**src/rtl/write_operation.sv**
```systemverilog
// Write side of the 8x32 register file: valid/ready request FIFO, one commit per cycle.
// Ports: clk, reset_n, wr_valid/wr_ready, Addr, Data, wr_be, wr_done, busy, to_reg0..7.
// Optional build macro WRITE_OP_ZERO_REG_EN: register 0 reads as zero and ignores writes.
module write_operation #(
  parameter int          DEPTH     = 2,
  parameter logic [31:0] RESET_VAL = 32'h0000_0000
) (
  input  logic        clk,
  input  logic        reset_n,
  input  logic        wr_valid,
  output logic        wr_ready,
  input  logic [2:0]  Addr,
  input  logic [31:0] Data,
  input  logic [3:0]  wr_be,
  output logic        wr_done,
  output logic        busy,
  output logic [31:0] to_reg0,
  output logic [31:0] to_reg1,
  output logic [31:0] to_reg2,
  output logic [31:0] to_reg3,
  output logic [31:0] to_reg4,
  output logic [31:0] to_reg5,
  output logic [31:0] to_reg6,
  output logic [31:0] to_reg7
);

`ifdef WRITE_OP_ZERO_REG_EN
  localparam bit ZERO_REG = 1'b1;
`else
  localparam bit ZERO_REG = 1'b0;
`endif

  localparam int PW = (DEPTH > 1) ? $clog2(DEPTH) : 1;
  localparam int CW = $clog2(DEPTH + 1);
  localparam logic [CW-1:0] FULL = CW'(DEPTH);
  localparam logic [PW-1:0] LAST = PW'(DEPTH - 1);

  typedef struct packed {
    logic [2:0]  addr;
    logic [31:0] data;
    logic [3:0]  be;
  } wr_req_t;

  wr_req_t       fifo_q [DEPTH];
  wr_req_t       head;
  logic [PW-1:0] wr_ptr;
  logic [PW-1:0] rd_ptr;
  logic [CW-1:0] count;
  logic [31:0]   regs [8];
  logic          push;
  logic          pop;

  function automatic logic [PW-1:0] nxt(
    input logic [PW-1:0] p
  );
    return (p == LAST) ? '0 : p + 1'b1;
  endfunction

  assign wr_ready = (count != FULL);
  assign push     = wr_valid && wr_ready;
  assign pop      = (count != '0);
  assign busy     = pop;
  assign head     = fifo_q[rd_ptr];

  always_ff @(posedge clk or negedge reset_n) begin
    if (!reset_n) begin
      for (int i = 0; i < DEPTH; i++)
        fifo_q[i] <= '0;
    end else if (push) begin
      fifo_q[wr_ptr] <= '{addr: Addr,
                         data: Data,
                         be:   wr_be};
    end
  end

  always_ff @(posedge clk or negedge reset_n) begin
    if (!reset_n) begin
      wr_ptr  <= '0;
      rd_ptr  <= '0;
      count   <= '0;
      wr_done <= 1'b0;
    end else begin
      if (push) wr_ptr <= nxt(wr_ptr);
      if (pop)  rd_ptr <= nxt(rd_ptr);
      unique case (1'b1)
        (push && !pop): count <= count + 1'b1;
        (pop && !push): count <= count - 1'b1;
        default:        count <= count;
      endcase
      wr_done <= pop;
    end
  end

  // With the zero-register build, slot 0 resets to zero and
  // is never written, so it folds to a constant.
  always_ff @(posedge clk or negedge reset_n) begin
    if (!reset_n) begin
      for (int r = 0; r < 8; r++)
        regs[r] <= (ZERO_REG && r == 0) ? 32'h0 : RESET_VAL;
    end else if (pop && !(ZERO_REG && head.addr == 3'd0)) begin
      for (int b = 0; b < 4; b++)
        if (head.be[b])
          regs[head.addr][8*b +: 8] <= head.data[8*b +: 8];
    end
  end

  assign to_reg0 = regs[0];
  assign to_reg1 = regs[1];
  assign to_reg2 = regs[2];
  assign to_reg3 = regs[3];
  assign to_reg4 = regs[4];
  assign to_reg5 = regs[5];
  assign to_reg6 = regs[6];
  assign to_reg7 = regs[7];

endmodule
```
**config.mk**
```make
export PLATFORM = sky130hd
export DESIGN_NAME = write_operation
export DESIGN_NICKNAME = d
export VERILOG_FILES = /design/src/rtl/write_operation.sv
export SDC_FILE = /design/constraint.sdc
export NUM_CORES = 1
export LEC_CHECK = 0
export ABC_CLOCK_PERIOD_IN_PS = 2100
export CAP_MARGIN = 20
export CORE_ASPECT_RATIO = 2
export CORE_UTILIZATION = 46
export CTS_CLUSTER_SIZE = 30
export DETAILED_ROUTE_END_ITERATION = 8
export GPL_TIMING_DRIVEN = 0
export PLACE_DENSITY = 0.86
export SLEW_MARGIN = 20
export SYNTH_ARGS = -nofsm -noshare
export SYNTH_HDL_FRONTEND = slang
export SYNTH_SLANG_ARGS = --single-unit
```
**constraint.sdc**
```tcl
create_clock -name clk -period 2.1 [get_ports clk]
set_clock_uncertainty 0.2 [all_clocks]
set_input_delay 0.42 -clock clk [delete_from_list [all_inputs] [get_ports clk]]
set_output_delay 0.42 -clock clk [all_outputs]
set_load 0.1 [all_outputs]
```
# ---- Yosys cells after proc, flatten, opt, wreduce, memory -nomap -nowiden
# Index checks and enable logic that the tools add are counted.
dict set report word_totals {
  regBits 339
  out_inout_bits 259
  word_cells 68
}
dict set report classes {
  order_cmp 5
  n_bitwise 3
  n_mux 28
  n_addsub 4
  reduce_logical 9
  eq_ne 1
}
# op n
set ops {}
lappend ops {{2-to-1 mux 256 bit} 7}
lappend ops {{bitwise mux 256 bit} 4}
lappend ops {{demux 32 bit (select 3 bit)} 4}
lappend ops {{2-to-1 mux 39 bit} 4}
lappend ops {{bitwise mux 78 bit} 1}
lappend ops {{demux 39 bit (select 1 bit)} 1}
lappend ops {{2-to-1 mux 32 bit} 1}
lappend ops {{2-to-1 mux 24 bit} 1}
lappend ops {{2-to-1 mux 16 bit} 1}
lappend ops {{2-to-1 mux 8 bit} 1}
lappend ops {{logical AND 1 bit} 5}
lappend ops {{greater-or-equal comparator 2 bit (second input constant)} 2}
lappend ops {{greater-or-equal comparator 4 bit (second input constant)} 1}
lappend ops {{less-than comparator 4 x 1 -> 1 bit (second input constant)} 1}
lappend ops {{inverter 1 -> 2 bit} 2}
lappend ops {{inverter 3 -> 4 bit} 1}
lappend ops {{one-hot mux 2 bit (2 select lines)} 1}
lappend ops {{nonzero test 2 bit} 2}
lappend ops {{adder 1 bit (second input constant)} 2}
lappend ops {{adder 2 x 1 -> 2 bit (second input constant)} 1}
lappend ops {{zero test 1 bit} 2}
lappend ops {{less-than comparator 2 x 1 -> 1 bit (second input constant)} 1}
lappend ops {{2-to-1 mux 1 bit} 2}
lappend ops {{!= test 2 bit (second input constant)} 1}
lappend ops {{subtractor 2 x 1 -> 2 bit (second input constant)} 1}

# ---- Depth between registers and ports, before layout
# Gate-level depths: netlist of the first run.
dict set report logic_depth {
  word_depth 20
  depth_mapped 7
}

# ---- Worst setup path before layout of the first run
# Ideal clock, no wire load.
dict set report synth_path {
  path_kind {flip-flop to flip-flop}
  from {register count[0]}
  to {register fifo_q[66] (netlist bit)}
  path_stages_with_launch 7
  path_buffers 2
  required_time_ps 1775
  setup_time_ps 125
  synth_period_minus_slack_ps 2797
  t_arrival_ps 2473
  setup_slack_ps -697
  path_cell_list {dfrtp_1 nand2b_1 nand2_1 nor2_1 buf_2 buf_2 mux2_2}
}
dict set report synth_via {
  elab_chain_len 2
}
# item line
set synth_rtl {}
lappend synth_rtl {{from (decl)} 48} ;# logic [CW-1:0] count;
lappend synth_rtl {{from (signal assigned)} 86} ;# (push && !pop): count <= count + 1'b1;
lappend synth_rtl {{from (signal assigned)} 87} ;# (pop && !push): count <= count - 1'b1;
lappend synth_rtl {{from (signal assigned)} 88} ;# default: count <= count;
lappend synth_rtl {{!= test 2 bit} 59} ;# assign wr_ready = (count != FULL);
lappend synth_rtl {{named net wr_ready} 11} ;# output logic wr_ready,
lappend synth_rtl {{logical AND 1 bit} 60} ;# assign push = wr_valid && wr_ready;
lappend synth_rtl {{to (signal, indexed assignment)} 70} ;# fifo_q[wr_ptr] <= '{addr: Addr,
lappend synth_rtl {{to (decl)} 44} ;# wr_req_t fifo_q [DEPTH];
# The timed path passes the listed nets, and every way through them passes these cells.
# A chain may end at the register's enable or synchronous reset.

# ---- Final worst setup path of the first run
dict set report layout_path {
  from {register rd_ptr}
  to {register regs, in the netlist to_reg2[6]}
}
dict set report layout_via {
  elab_chain_len 20
  word_cells_on_any_way 24
}
# item line
set layout_rtl {}
lappend layout_rtl {{from (decl)} 47} ;# logic [PW-1:0] rd_ptr;
lappend layout_rtl {{from (signal assigned)} 84} ;# if (pop) rd_ptr <= nxt(rd_ptr);
lappend layout_rtl {{inverter 1 -> 2 bit (not written as such) (*)} 63} ;# assign head = fifo_q[rd_ptr];
lappend layout_rtl {{2-to-1 mux 39 bit (not written as such) (*) (3 in series)} 63}
lappend layout_rtl {{inverter 3 -> 4 bit (not written as such)} 103} ;# regs[head.addr][8*b +: 8] <= head.data[8*b +: 8];
lappend layout_rtl {{greater-or-equal comparator 4 bit (not written as such) / less-than comparator 4 x 1 -> 1 bit (equally long branches)} 103}
lappend layout_rtl {{logical AND 1 bit (not written as such)} 103}
lappend layout_rtl {{2-to-1 mux 8 bit (not written as such)} 103}
lappend layout_rtl {{demux 32 bit (select 3 bit)} 103}
lappend layout_rtl {{bitwise mux 256 bit} 103}
lappend layout_rtl {{[2 not listed]} -}
lappend layout_rtl {{bitwise mux 256 bit} 103}
lappend layout_rtl {{2-to-1 mux 256 bit} 102} ;# if (head.be[b])
lappend layout_rtl {{2-to-1 mux 256 bit} 100} ;# end else if (pop && !(ZERO_REG && head.addr == 3'd0)) begin
lappend layout_rtl {{bitwise mux 256 bit} 103}
lappend layout_rtl {{2-to-1 mux 256 bit} 102}
lappend layout_rtl {{2-to-1 mux 256 bit} 100}
lappend layout_rtl {{bitwise mux 256 bit} 103}
lappend layout_rtl {{2-to-1 mux 256 bit (*)} 102}
lappend layout_rtl {{to (signal, indexed assignment)} 99} ;# regs[r] <= (ZERO_REG && r == 0) ? 32'h0 : RESET_VAL;
lappend layout_rtl {{to (signal, indexed assignment)} 103}
lappend layout_rtl {{to (decl)} 49} ;# logic [31:0] regs [8];
# Mark *: on every way between the ends. The rest lies on a longest branch, timed or not. The select of a mux whose other input is x is not followed.

==> impl_metrics.ini, run 1 <==
[outcome]
status = finished, violations left
violations = negative setup slack

[worst_setup_path]
path_buf_inv = 3
crit_path_cell_trace = buf_6 -> or3b_4 -> buf_6 -> a2111oi_4 -> buf_6 -> nor2_2 -> a21oi_1
reg2reg_from = rd_ptr$_DFFE_PN0P_
timing.critical_path.arrival_ns = 2.62
cp_dominant_cell_by_count = sky130_fd_sc_hd__buf_6
slowest_stage = sky130_fd_sc_hd__or3b_4
critPathMaxFanout = 10
worst-r2r-cell-count = 7
setup.worst_path.end_class = register
crit_type = register to register
worst_path_dominant_cell_family = compound AO/OA/AOI/OAI gates
critical-path-max-stage-delay_ns = 0.51
critical_r2r_capture = to_reg2[6]$_DFFE_PN0P_
regToRegSetupSlack_ns = -0.24
crit_required_ns = 2.37
crit_path_start_kind = register

[global_routing]
global_route.overflow_total = 0
grt_pass1_vias = 11350
antenna_found_initial = 8
grt_max_degree = 105
grt_first_pass_wirelength_um = 66100
global_route_usage_over_all_layers_pct = 29.31

[sta]
tns_ns = -14.45
maxSlewViolCount = 0
final-hold-violation-count = 0
relSlewSlack_pct = 42.52
setup_violators_final = 182
finalWorstPathRequiredPeriod_ns = 2.344
postLayoutSetupSlackWorst_ns = -0.2439
rsz0062_at_grt = yes
max_clock_freq_mhz = 426.6
layout_worst_path_cycle_share_pct = 111.6
timing_worst_slew_pin_value_ns = 0.8454

[detailed_routing]
drt_first_pass_iters = 5
totalWireLength_um = 48160
wire_per_inst_um = 24.54
drc_violation_count_after_routing = 0
drtIter0Drc = 504
overall_via_count_from_detail_route = 11160
ant_nets = 0
routed_via_density = 5.686

[placed_design]
dpl.hpwl_um = 27620
routabilityCongestion = 0.8290
placement.setup.worst_slack_ns = -0.8580
io_buffers = 300

[flow_run]
drv_cap = 0

[cells_and_area]
most_frequent_standard_cell_in_the_layout_excluding_fill_and_tap_cells = sky130_fd_sc_hd__dfrtp_1
nNetsFinal = 1618
areaGrowthSynthToFinish_pct = 56.27
layout_common_cells = 335 x sky130_fd_sc_hd__dfrtp_1, 252 x sky130_fd_sc_hd__buf_2, 152 x sky130_fd_sc_hd__a21oi_2, 102 x sky130_fd_sc_hd__nor2_4, 90 x sky130_fd_sc_hd__buf_6
drive_gt1_share_pct = 64.05

[clock_network]
h-tree-depth = 1
clock_tree.buffer_depth = 3
clock-sinks = 339
tritoncts = yes
clk_pin_slew_ns = 0.07
worstSkewPairLatency_ns = 0.57
clock_tree.root_cell = sky130_fd_sc_hd__clkbuf_16
tritoncts.num_buffers = 29

[synth]
synth.cell_area_mm2 = 0.01350
synth_cells = 1076
synth.ff_latch_count = 339
synthesis.area_per_instance_um2 = 12.55
synth_nets = 1119
post_synth_num_cell_types = 32
yosys_most_used_dff = sky130_fd_sc_hd__dfrtp_1
synth_enable_flop_cells = 0
seq_total_area_yosys_pct = 62.84
async_flop_share_pct = 100.0
yosys_warns = 0

[die]
initial_utilization_pct = 46.79
chipHeight_um = 244.3
ioPinCount = 301
placeableCoreArea_mm2 = 0.02885
num_rows = 88
chipWidth_um = 123.1
fp.dieArea_mm2 = 0.03008

[hold_path]
worst_hold_path_type = primary input to async pin
metrics by stage:
step                utilization [%]  instances  area [µm²]  hold WS, ns
floorplan                         -       1076       13570     -0.07559
global placement              59.00       1736       17020       0.2614
detailed placement            59.30       1739       17110       0.1652
CTS                           67.36       1904       19430       0.1543
global route                  73.13       1962       21100       0.1863
finish                        73.13       1962       21100       0.1620
what timing repair did:
| item | 4_1_cts | 5_1_grt |
|---|---|---|
| pin swaps | 40 | 39 |
| hold endpoints to repair | 50 | 0 |
| gates cloned | 21 | 10 |
| hold buffers | 1 | 0 |
| setup endpoints to repair | 557 | 408 |
| buffers inserted | 96 | 44 |
| gates resized for setup | 1548 | 470 |
worst reg2reg max path: stages, from the launching register on:
cell and delay (ns):
sky130_fd_sc_hd__dfrtp_1 0.38, sky130_fd_sc_hd__buf_6 0.15, sky130_fd_sc_hd__or3b_4 0.51, sky130_fd_sc_hd__buf_6 0.17, sky130_fd_sc_hd__a2111oi_4 0.39, sky130_fd_sc_hd__buf_6 0.23, sky130_fd_sc_hd__nor2_2 0.05, sky130_fd_sc_hd__a21oi_1 0.18
routing by layer:
layer  routed length [µm]  part of all wire, %  track usage, %  up-vias
met5                    0                    0               0        -
met4                 3783                  7.9           19.99        0
met3                 1897                  3.9           3.731      199
met2                26100                   54           52.15      442
met1                16380                   34           31.49     5743
li1                     -                    -               -     4771
worst max path at each step:
stage / from / end / slack (ns) / cells after the start
final: rd_ptr$_DFFE_PN0P_ / to_reg2[6]$_DFFE_PN0P_ / -0.24 / 7
after global routing: rd_ptr$_DFFE_PN0P_ / to_reg2[6]$_DFFE_PN0P_ / -0.30 / 7
after CTS: count[1]$_DFFE_PN0P_ / busy / -0.18 / 4
after detailed placement: rd_ptr$_DFFE_PN0P_ / to_reg3[21]$_DFFE_PN0P_ / -0.86 / 5
after global placement: reset_n / to_reg1[26]$_DFFE_PN0P_ / -13.35 / 1
after floorplan: rd_ptr$_DFFE_PN0P_ / to_reg1[23]$_DFFE_PN0P_ / -0.04 / 7
cells in the mapped netlist, types with 3 or more instances:
library cell,instances,area share (%)
sky130_fd_sc_hd__buf_1,6,0.17
sky130_fd_sc_hd__nand3b_4,3,0.44
sky130_fd_sc_hd__clkbuf_1,6,0.17
sky130_fd_sc_hd__mux2_2,82,6.8
sky130_fd_sc_hd__o2111ai_1,8,0.52
sky130_fd_sc_hd__a21oi_1,183,6.8
sky130_fd_sc_hd__buf_2,9,0.33
sky130_fd_sc_hd__xnor2_1,4,0.26
sky130_fd_sc_hd__o21ai_1,13,0.48
sky130_fd_sc_hd__nor2_2,4,0.19
sky130_fd_sc_hd__o21ai_0,51,1.9
sky130_fd_sc_hd__mux2i_4,5,0.83
sky130_fd_sc_hd__a2111oi_4,23,4.7
sky130_fd_sc_hd__inv_1,8,0.22
sky130_fd_sc_hd__nand2_1,65,1.8
sky130_fd_sc_hd__dfrtp_1,339,63
sky130_fd_sc_hd__nor2_1,182,5.1
sky130_fd_sc_hd__mux2i_1,40,3.0
sky130_fd_sc_hd__buf_6,28,2.3
final cells by class:
cell class / instances / area (µm²)
multi-input cells: 679 / 6698
diodes: 8 / 20.02
flip-flops and latches: 339 / 8488
repair buffers: 472 / 3931
clock inverters: 8 / 71.32
well taps: 360 / 450.4
inverters: 9 / 50.05
plain buffers: 45 / 531.8
fillers: 1761 / 7752
clock buffers: 42 / 854.6
kinds of logic after synthesis:
| family | share of synthesized area (%) |
|---|---|
| and+or+nand+nor | 8.129 |
| AOI/OAI and AO/OA | 14.50 |
| muxes | 10.75 |
| adders and majority gates | 0.09267 |
| DFF | 62.84 |
| buffers and inverters | 3.364 |
| xor gates and xnor gates | 0.3244 |
state kept, by name (all words and copies together), names as in the netlist:
signal and flops:
wr_done 1, to_reg2 32, to_reg1 32, to_reg6 32, wr_ptr 1, to_reg0 32
fifo_q 78, rd_ptr 1, to_reg3 32, count 2, to_reg7 32, to_reg4 32
to_reg5 32
Power of run 1 is not shown: default switching activity piles up to over one toggle a cycle in this logic, so the estimate is an artifact.
==> run 2, diff against run 1 <==
--- a/config.mk
+++ b/config.mk
@@ -9,9 +9,9 @@
 export CAP_MARGIN = 20
 export CORE_ASPECT_RATIO = 2
 export CORE_UTILIZATION = 46
-export CTS_CLUSTER_SIZE = 30
 export DETAILED_ROUTE_END_ITERATION = 8
 export GPL_TIMING_DRIVEN = 0
+export MAX_ROUTING_LAYER = met4
 export PLACE_DENSITY = 0.86
 export SLEW_MARGIN = 20
 export SYNTH_ARGS = -nofsm -noshare
==> run 2 against run 1 <==
The run still ends with negative setup slack left. Final cell count is 0.36% higher. Critical path depth increased by 1. Wire length decreased by 1.4%. Setup slack better by 0.086 ns. Fmax increased by 3.8%. Worst hold slack worse by 0.0024 ns. Core utilization is 0.20 points higher. Sequential share of layout area down 0.11 points. Flip-flop and latch count unchanged. Global-route usage grew 0.83 points. Cell area is 0.28% higher.
==> impl_metrics.ini, run 2 (synthesized netlist as in run 1, its figures left out) <==
[outcome]
status = finished, violations left
violations = negative setup slack

[cells_and_area]
layout_common_cells = 335 x sky130_fd_sc_hd__dfrtp_1, 250 x sky130_fd_sc_hd__buf_2, 151 x sky130_fd_sc_hd__a21oi_2, 105 x sky130_fd_sc_hd__nor2_4, 98 x sky130_fd_sc_hd__buf_6
flip_flop_count_of_the_largest_register_after_layout = 78
most_frequent_standard_cell_in_the_layout_excluding_fill_and_tap_cells = sky130_fd_sc_hd__dfrtp_1
utilization_pct = 73.33
drive_gt1_share_pct = 63.75
top_register = fifo_q
nNetsFinal = 1624
areaGrowthSynthToFinish_pct = 56.71

[worst_setup_path]
critPathCapture = to_reg2[19]$_DFFE_PN0P_
critPathMaxFanout = 7
setup.worst_path.end_class = register
crit_path_start_kind = register
worst-r2r-cell-count = 8
regToRegSetupSlack_ns = -0.16
crit_type = register to register
reg2reg_from = rd_ptr$_DFFE_PN0P_
timing.critical_path.arrival_ns = 2.54
crit_required_ns = 2.38
critPathLaunch = rd_ptr$_DFFE_PN0P_
critical_r2r_capture = to_reg2[19]$_DFFE_PN0P_

[clock_network]
h-tree-depth = 1
tritoncts = yes
tritoncts.num_buffers = 29
clock_tree.buffer_depth = 3
clk_pin_slew_ns = 0.07
worstSkewPairLatency_ns = 0.57
clock-sinks = 339
clock_tree.root_cell = sky130_fd_sc_hd__clkbuf_16

[placed_design]
routabilityCongestion = 0.8416
dpl.hpwl_um = 27620
io_buffers = 300

[sta]
relSlewSlack_pct = 42.69
tns_ns = -12.66
rsz0062_at_grt = yes
maxSlewViolCount = 0
max_clock_freq_mhz = 443.0
finalWorstPathRequiredPeriod_ns = 2.257
final-hold-violation-count = 0
setup_violators_final = 182
layout_worst_path_cycle_share_pct = 107.5
postLayoutSetupSlackWorst_ns = -0.1575
timing_worst_slew_pin_value_ns = 0.8429

[global_routing]
global_route_usage_over_all_layers_pct = 30.14
global_route.overflow_total = 0
antenna_found_initial = 9
grt_pass1_vias = 11370
grt_max_degree = 105
grt_first_pass_wirelength_um = 66000

[detailed_routing]
routed_via_density = 5.663
met2WireLength_um = 25790
totalWireLength_um = 47470
drc_violation_count_after_routing = 0
ant_nets = 0
met3_length_um = 1800
drt_first_pass_iters = 5
top_layer = met4
wire_per_inst_um = 24.11
overall_via_count_from_detail_route = 11150
drtIter0Drc = 474
detail_route.wirelength.met1_um = 15920

[die]
num_rows = 88
placeableCoreArea_mm2 = 0.02885
chipWidth_um = 123.1
chipHeight_um = 244.3
ioPinCount = 301
fp.dieArea_mm2 = 0.03008
initial_utilization_pct = 46.79

[hold_path]
worst_hold_path_type = primary input to async pin

[flow_run]
drv_cap = 0
## run 2: how the worst min path moves through the flow
| stage | end | slack [ns] | depth (start not counted) |
|---|---|---|---|
| after detailed placement | to_reg0[14]$_DFFE_PN0P_ | 0.17 | 1 |
| final | to_reg0[11]$_DFFE_PN0P_ | 0.16 | 2 |
| after global placement | to_reg1[4]$_DFFE_PN0P_ | 0.26 | 2 |
| after CTS | to_reg0[11]$_DFFE_PN0P_ | 0.15 | 2 |
| after floorplan | count[0]$_DFFE_PN0P_ | -0.08 | 0 |
| after global routing | to_reg0[11]$_DFFE_PN0P_ | 0.18 | 2 |
## run 2: cell type report
class / count / area, µm²
Antenna cell: 9 / 22.52
Inverter: 9 / 50.05
Sequential cell: 339 / 8488
Clock buffer: 42 / 854.6
Tap cell: 360 / 450.4
Fill cell: 1740 / 7694
Multi-Input combinational cell: 678 / 6644
Clock inverter: 8 / 71.32
Timing Repair Buffer: 479 / 4045
Buffer: 45 / 528.0
## run 2: metal layers
layer | vias up | track usage [%]
met4 | 0 | 19.95
met1 | 5734 | 31.65
met5 | - | -
met2 | 439 | 52.19
met3 | 210 | 3.312
li1 | 4767 | -
## run 2: timing repair
item	in CTS	in global routing
gates cloned	21	10
hold buffers	1	0
gates resized for setup	1548	461
hold endpoints to repair	50	0
buffers inserted	96	50
pin swaps	40	31
endpoints found under the setup margin	557	402
## run 2: stage by stage
stage                     hold slack (ns)  cell area [µm²]  std cells  setup slack [ns]
final                              0.1596            21150       1969           -0.1575
after global routing               0.1822            21150       1969           -0.2141
after CTS                          0.1543            19430       1904           -0.1780
after detailed placement           0.1652            17110       1739           -0.8580
after global placement             0.2614            17020       1736            -13.35
after floorplan                  -0.07559            13570       1076          -0.03949
## run 2: critical path: stages (launching register included)
cell,delay [ns]
sky130_fd_sc_hd__dfrtp_1,0.38
sky130_fd_sc_hd__buf_6,0.14
sky130_fd_sc_hd__or3b_4,0.50
sky130_fd_sc_hd__buf_12,0.17
sky130_fd_sc_hd__a2111oi_4,0.29
sky130_fd_sc_hd__buf_6,0.19
sky130_fd_sc_hd__buf_8,0.13
sky130_fd_sc_hd__nor2_4,0.03
sky130_fd_sc_hd__a21oi_1,0.13
Power of run 2 is left out for the same reason.
